## src/rtl/wb_burst_master.sv

```systemverilog
// Wishbone incrementing-burst master: one command moves cmd_len beats, each write beat
// pulled from the wdata stream and each read beat pushed to rdata, with an ack timeout.
module wb_burst_master #(
    parameter int DW  = 32,
    parameter int AW  = 32,
    parameter int BLW = 5,
    parameter int TO  = 256
) (
    input  logic              sys_clk,
    input  logic              RESETN,

    input  logic              cmd_valid,
    output logic              cmd_ready,
    input  logic              cmd_we,
    input  logic [AW-1:0]     cmd_addr,
    input  logic [BLW-1:0]    cmd_len,

    input  logic [DW-1:0]     wdata,
    input  logic              wdata_valid,
    output logic              wdata_ready,

    output logic [DW-1:0]     rdata,
    output logic              rdata_valid,

    output logic              done,
    output logic              err,

    output logic              wb_cyc_o,
    output logic              wb_stb_o,
    output logic              wb_we_o,
    output logic [AW-1:0]     wb_addr_o,
    output logic [DW-1:0]     wb_dat_o,
    output logic [DW/8-1:0]   wb_sel_o,
    output logic [2:0]        wb_cti_o,
    input  logic              wb_ack_i,
    input  logic [DW-1:0]     wb_dat_i
);

    localparam int              TW       = $clog2(TO + 1);
    localparam logic [AW-1:0]   STEP     = AW'(DW / 8);
    localparam logic [2:0]      CTI_INCR = 3'b010;
    localparam logic [2:0]      CTI_END  = 3'b111;

    typedef enum logic [1:0] {IDLE, LOAD, BUS, DONE} state_t;

    state_t          state;
    logic [BLW-1:0]  remaining;
    logic [TW-1:0]   timer;
    logic            timed_out;

    always_ff @(posedge sys_clk or negedge RESETN) begin
        if (!RESETN) begin
            state       <= IDLE;
            remaining   <= '0;
            timer       <= '0;
            timed_out   <= 1'b0;
            cmd_ready   <= 1'b0;
            wdata_ready <= 1'b0;
            rdata       <= '0;
            rdata_valid <= 1'b0;
            done        <= 1'b0;
            err         <= 1'b0;
            wb_cyc_o    <= 1'b0;
            wb_stb_o    <= 1'b0;
            wb_we_o     <= 1'b0;
            wb_addr_o   <= '0;
            wb_dat_o    <= '0;
            wb_sel_o    <= '0;
            wb_cti_o    <= 3'b000;
        end else begin
            rdata_valid <= 1'b0;
            done        <= 1'b0;
            err         <= 1'b0;
            case (state)
                IDLE: begin
                    timer     <= '0;
                    timed_out <= 1'b0;
                    cmd_ready <= 1'b1;
                    if (cmd_valid && cmd_ready) begin
                        cmd_ready <= 1'b0;
                        wb_we_o   <= cmd_we;
                        wb_addr_o <= cmd_addr;
                        remaining <= cmd_len;
                        if (cmd_len == '0) begin
                            state <= DONE;
                        end else if (cmd_we) begin
                            state       <= LOAD;
                            wb_cyc_o    <= 1'b1;
                            wdata_ready <= 1'b1;
                        end else begin
                            state    <= BUS;
                            wb_cyc_o <= 1'b1;
                            wb_stb_o <= 1'b1;
                            wb_sel_o <= '1;
                            wb_cti_o <= (cmd_len == BLW'(1)) ? CTI_END : CTI_INCR;
                        end
                    end
                end

                LOAD: begin
                    timer <= '0;
                    if (wdata_valid) begin
                        state       <= BUS;
                        wb_dat_o    <= wdata;
                        wdata_ready <= 1'b0;
                        wb_stb_o    <= 1'b1;
                        wb_sel_o    <= '1;
                        wb_cti_o    <= (remaining == BLW'(1)) ? CTI_END : CTI_INCR;
                    end
                end

                BUS: begin
                    if (wb_ack_i) begin
                        timer     <= '0;
                        remaining <= remaining - 1'b1;
                        wb_addr_o <= wb_addr_o + STEP;
                        if (!wb_we_o) begin
                            rdata       <= wb_dat_i;
                            rdata_valid <= 1'b1;
                        end
                        if (remaining == BLW'(1)) begin
                            state    <= DONE;
                            wb_cyc_o <= 1'b0;
                            wb_stb_o <= 1'b0;
                            wb_sel_o <= '0;
                            wb_cti_o <= 3'b000;
                        end else if (wb_we_o) begin
                            // cyc stays up across the write-data gap; only stb drops
                            state       <= LOAD;
                            wb_stb_o    <= 1'b0;
                            wb_sel_o    <= '0;
                            wdata_ready <= 1'b1;
                        end else begin
                            wb_cti_o <= (remaining == BLW'(2)) ? CTI_END : CTI_INCR;
                        end
                    end else if (timer == TW'(TO - 1)) begin
                        state     <= DONE;
                        timed_out <= 1'b1;
                        wb_cyc_o  <= 1'b0;
                        wb_stb_o  <= 1'b0;
                        wb_sel_o  <= '0;
                        wb_cti_o  <= 3'b000;
                    end else begin
                        timer <= timer + 1'b1;
                    end
                end

                DONE: begin
                    timer     <= '0;
                    done      <= 1'b1;
                    err       <= timed_out;
                    timed_out <= 1'b0;
                    cmd_ready <= 1'b1;
                    state     <= IDLE;
                end

                default: state <= IDLE;
            endcase
        end
    end

endmodule

```

## config.mk

```make
export PLATFORM = sky130hd
export DESIGN_NAME = wb_burst_master
export DESIGN_NICKNAME = d
export VERILOG_FILES = /design/src/rtl/wb_burst_master.sv
export SDC_FILE = /design/constraint.sdc
export NUM_CORES = 1
export LEC_CHECK = 0
export ABC_AREA = 1
export BUFFER_PORTS_ARGS = -buffer_cell sky130_fd_sc_hd__buf_2
export CAP_MARGIN = 40
export CORE_UTILIZATION = 35
export DETAILED_ROUTE_END_ITERATION = 10
export SYNTH_ARGS = -nofsm -noshare
export SYNTH_HDL_FRONTEND = slang
export SYNTH_SLANG_ARGS = --single-unit
export TNS_END_PERCENT = 1
```

## constraint.sdc

```tcl
create_clock -name sys_clk -period 6.05 [get_ports sys_clk]
set_clock_uncertainty 0.2 [all_clocks]
set_input_delay 0.3025 -clock sys_clk [delete_from_list [all_inputs] [get_ports sys_clk]]
set_output_delay 0.3025 -clock sys_clk [all_outputs]
set_load 0.02 [all_outputs]
```

==> results.yml <==
timing:
  setup_slack_ns: 2.55
  period_minus_slack_ns: 3.50
  period_share: 0.579
  slew_viol_final: 0
  setup_viol: 0
  fin_tns_setup_ns: 0
  rsz0062_at_grt: "no"
  hold_viol: 0
  slew_headroom: 0.432
  worst_slew_pin_slew_ns: 0.849
  fmaxAchievable_mhz: 285
logic_synthesis:
  synthArstFlopShare: 1.00
  ys_seq_area_frac: 0.478
  mappedNetlistArea_mm2: 0.00644
  synth-simple-area-share: 0.295
  synth_warnings: 0
  ys_ff_latch: 123
  synth-main-ff-cell: "dfrtp_1"
  synth_adder_area_share: 0.0214
  synth-compound-area-share: 0.0771
  syn-num-nets: 911
  synth_edf_count: 0
  postSynthCellCount: 793
  synthXorXnorAreaFrac: 0.00272
  synth_top_family_by_area: "simple AND/OR/NAND/NOR gates"
  muxShareOfSynthArea: 0.0560
  syn_area_per_cell_um2: 8.12
  ys_types: 36
cts:
  cts_made_buffers: 17
  clk_pin_slew_ns: 0.06
  cts.sinks: 123
  htreeDepth: 4
  cts_buffer_depth: 2
  cts_tree: "yes"
  clock_latency_ns: 0.41
  cts_root_buffer: "clkbuf_16"
setup_path:
  worstPathArrival_ns: 3.60
  r2r-start: "state[0]"
  cp_max_fo: 59
  path_class: "reg2reg"
  crit_required_ns: 6.15
  crit_path_end_kind: "flip-flop"
  r2r_slack_ns: 2.55
  crit_path_start_kind: "flip-flop"
  crit_start: "state[0]"
route:
  first_pass_iters: 4
  drt_drc_violations_left: 0
  vias: 6110
  drt-initial-drc-count: 318
  ant_nets: 0
  viasPerCell: 4.64
  wire_per_inst_um: 13.7
  wl_um: 18100
die:
  dieHeight_um: 138
  row_count: 49
  ioPinCount: 218
  coreArea_mm2: 0.0180
  dieArea_mm2: 0.0189
  die_w_um: 138
  start_util: 0.357
layout:
  syn2layout_area_growth_pct: 39.8
  layout_commonest_cell: "nand2_1"
  nFillCells: 1738
  final_nets: 1193
  layout-drive-gt1-share: 0.296
  layout_common_cells: "265 x nand2_1, 216 x buf_2, 123 x dfrtp_1"
  diodes: 0
run:
  cap_violations: 0
global_route:
  grt_pass1_vias: 5561
  antenna_found_initial: 0
  grt-ovfl-total: 0
  grt.total_usage: 0.188
  grt_max_degree: 60
  grt_pass1_wl_um: 27500
pwr:
  power.leakage_nw: 4.63
  powerDensity_mw_per_mm2: 528
  vdd_drop_max_mv: 0.281
  finalPower_mw: 4.75
place:
  io_buffers: 217
  preCtsSetupSlack_ns: 2.57
  post-dp-hpwl_um: 12600
  place.gp.congestion: 0.883
worst_hold_path:
  hold_path_class: "in2reg"
  hp-start: "cmd_addr[6]"
status:
  status: "finished clean"
-- cell usage after synthesis, types with 7 or more instances --
cell,n,area (um2)
a21oi_1,25,125
buf_2,11,55.1
buf_4,8,60.1
dfrtp_1,123,3080
ha_1,11,138
inv_1,62,233
mux2_2,32,360
nand2_1,265,995
nand2_2,10,62.6
nand3_1,46,230
nor2_1,89,334
nor2_4,7,78.8
o21ai_0,35,175
o22ai_1,10,62.6
-- metrics by stage --
stage                     utilization  cell area [um2]  hold WS (ns)  instances
after detailed placement        0.425             7660         0.208       1213
after floorplan                     -             6440        -0.193        793
after global placement          0.424             7640         0.210       1212
final                           0.499             9000        0.0172       1316
after CTS                       0.499             9000      0.000182       1316
after global routing            0.499             9000        0.0211       1316
-- flip-flops by register name, summed over array words and instances, names as in the netlist, 2 cells and up --
name and flops:
wb_cti_o 2, timer 9, wb_addr_o 32, rdata 32, state 2, wb_dat_o 32, remaining 5
-- what timing repair did --
item,4_1_cts,5_1_grt
setup buffers,0,0
hold endpoints to repair,128,0
hold buffers,72,0
resized for setup,0,0
-- critical path, cell delays in order (launching register included) --
cell and delay (ns):
dfrtp_1 0.42, inv_1 0.11, ha_2 0.29, buf_4 0.52, inv_1 0.51, o21ai_2 0.30, nand2_4 0.30, inv_4 0.36
o21ai_0 0.14, a21o_1 0.18
-- path summary, 6_finish.rpt --
path                                 endpoint  depth (start not counted)
min in group asynchronous           rdata[28]                          2
worst max-delay path             remaining[2]                          9
worst min-delay path             wb_addr_o[6]                          3
worst min register to register      rdata[22]                          2
max in group asynchronous       wb_addr_o[20]                          4
worst max register to register   remaining[2]                          9
-- routing by layer --
layer  GRT usage  wire, um
met4      0.0531       133
met3      0.0372      1340
met5           0         0
met1       0.237      7980
met2       0.323      8610
-- power breakdown --
part	switching, mW	leakage [nW]	total, mW	internal, mW
sequential	0.299	1.51	1.50	1.20
combinational	1.42	2.82	2.18	0.763
clock	0.382	0.295	1.07	0.689
total	2.10	4.63	4.75	2.65
-- kinds of logic (layout without fill, tap and decap cells) --
family | Yosys count | count (layout)
and+or+nand+nor | 441 | 441
DFF | 123 | 123
buffers and inverters | 95 | 389
AOI/OAI and AO/OA | 89 | 89
muxes | 32 | 32
adders and majority gates | 11 | 11
xor gates and xnor gates | 2 | 2
-- layout make-up --
class,instances,area [um2],area share
clock inverters,14,196,0.0218
inverters,65,246,0.0274
repair buffers,293,1850,0.206
clock buffers,17,425,0.0473
well taps,229,287,0.0318
flip-flops and latches,123,3080,0.342
multi-input cells,575,2920,0.324
No activity file was read; power rests on OpenSTA's default activity.
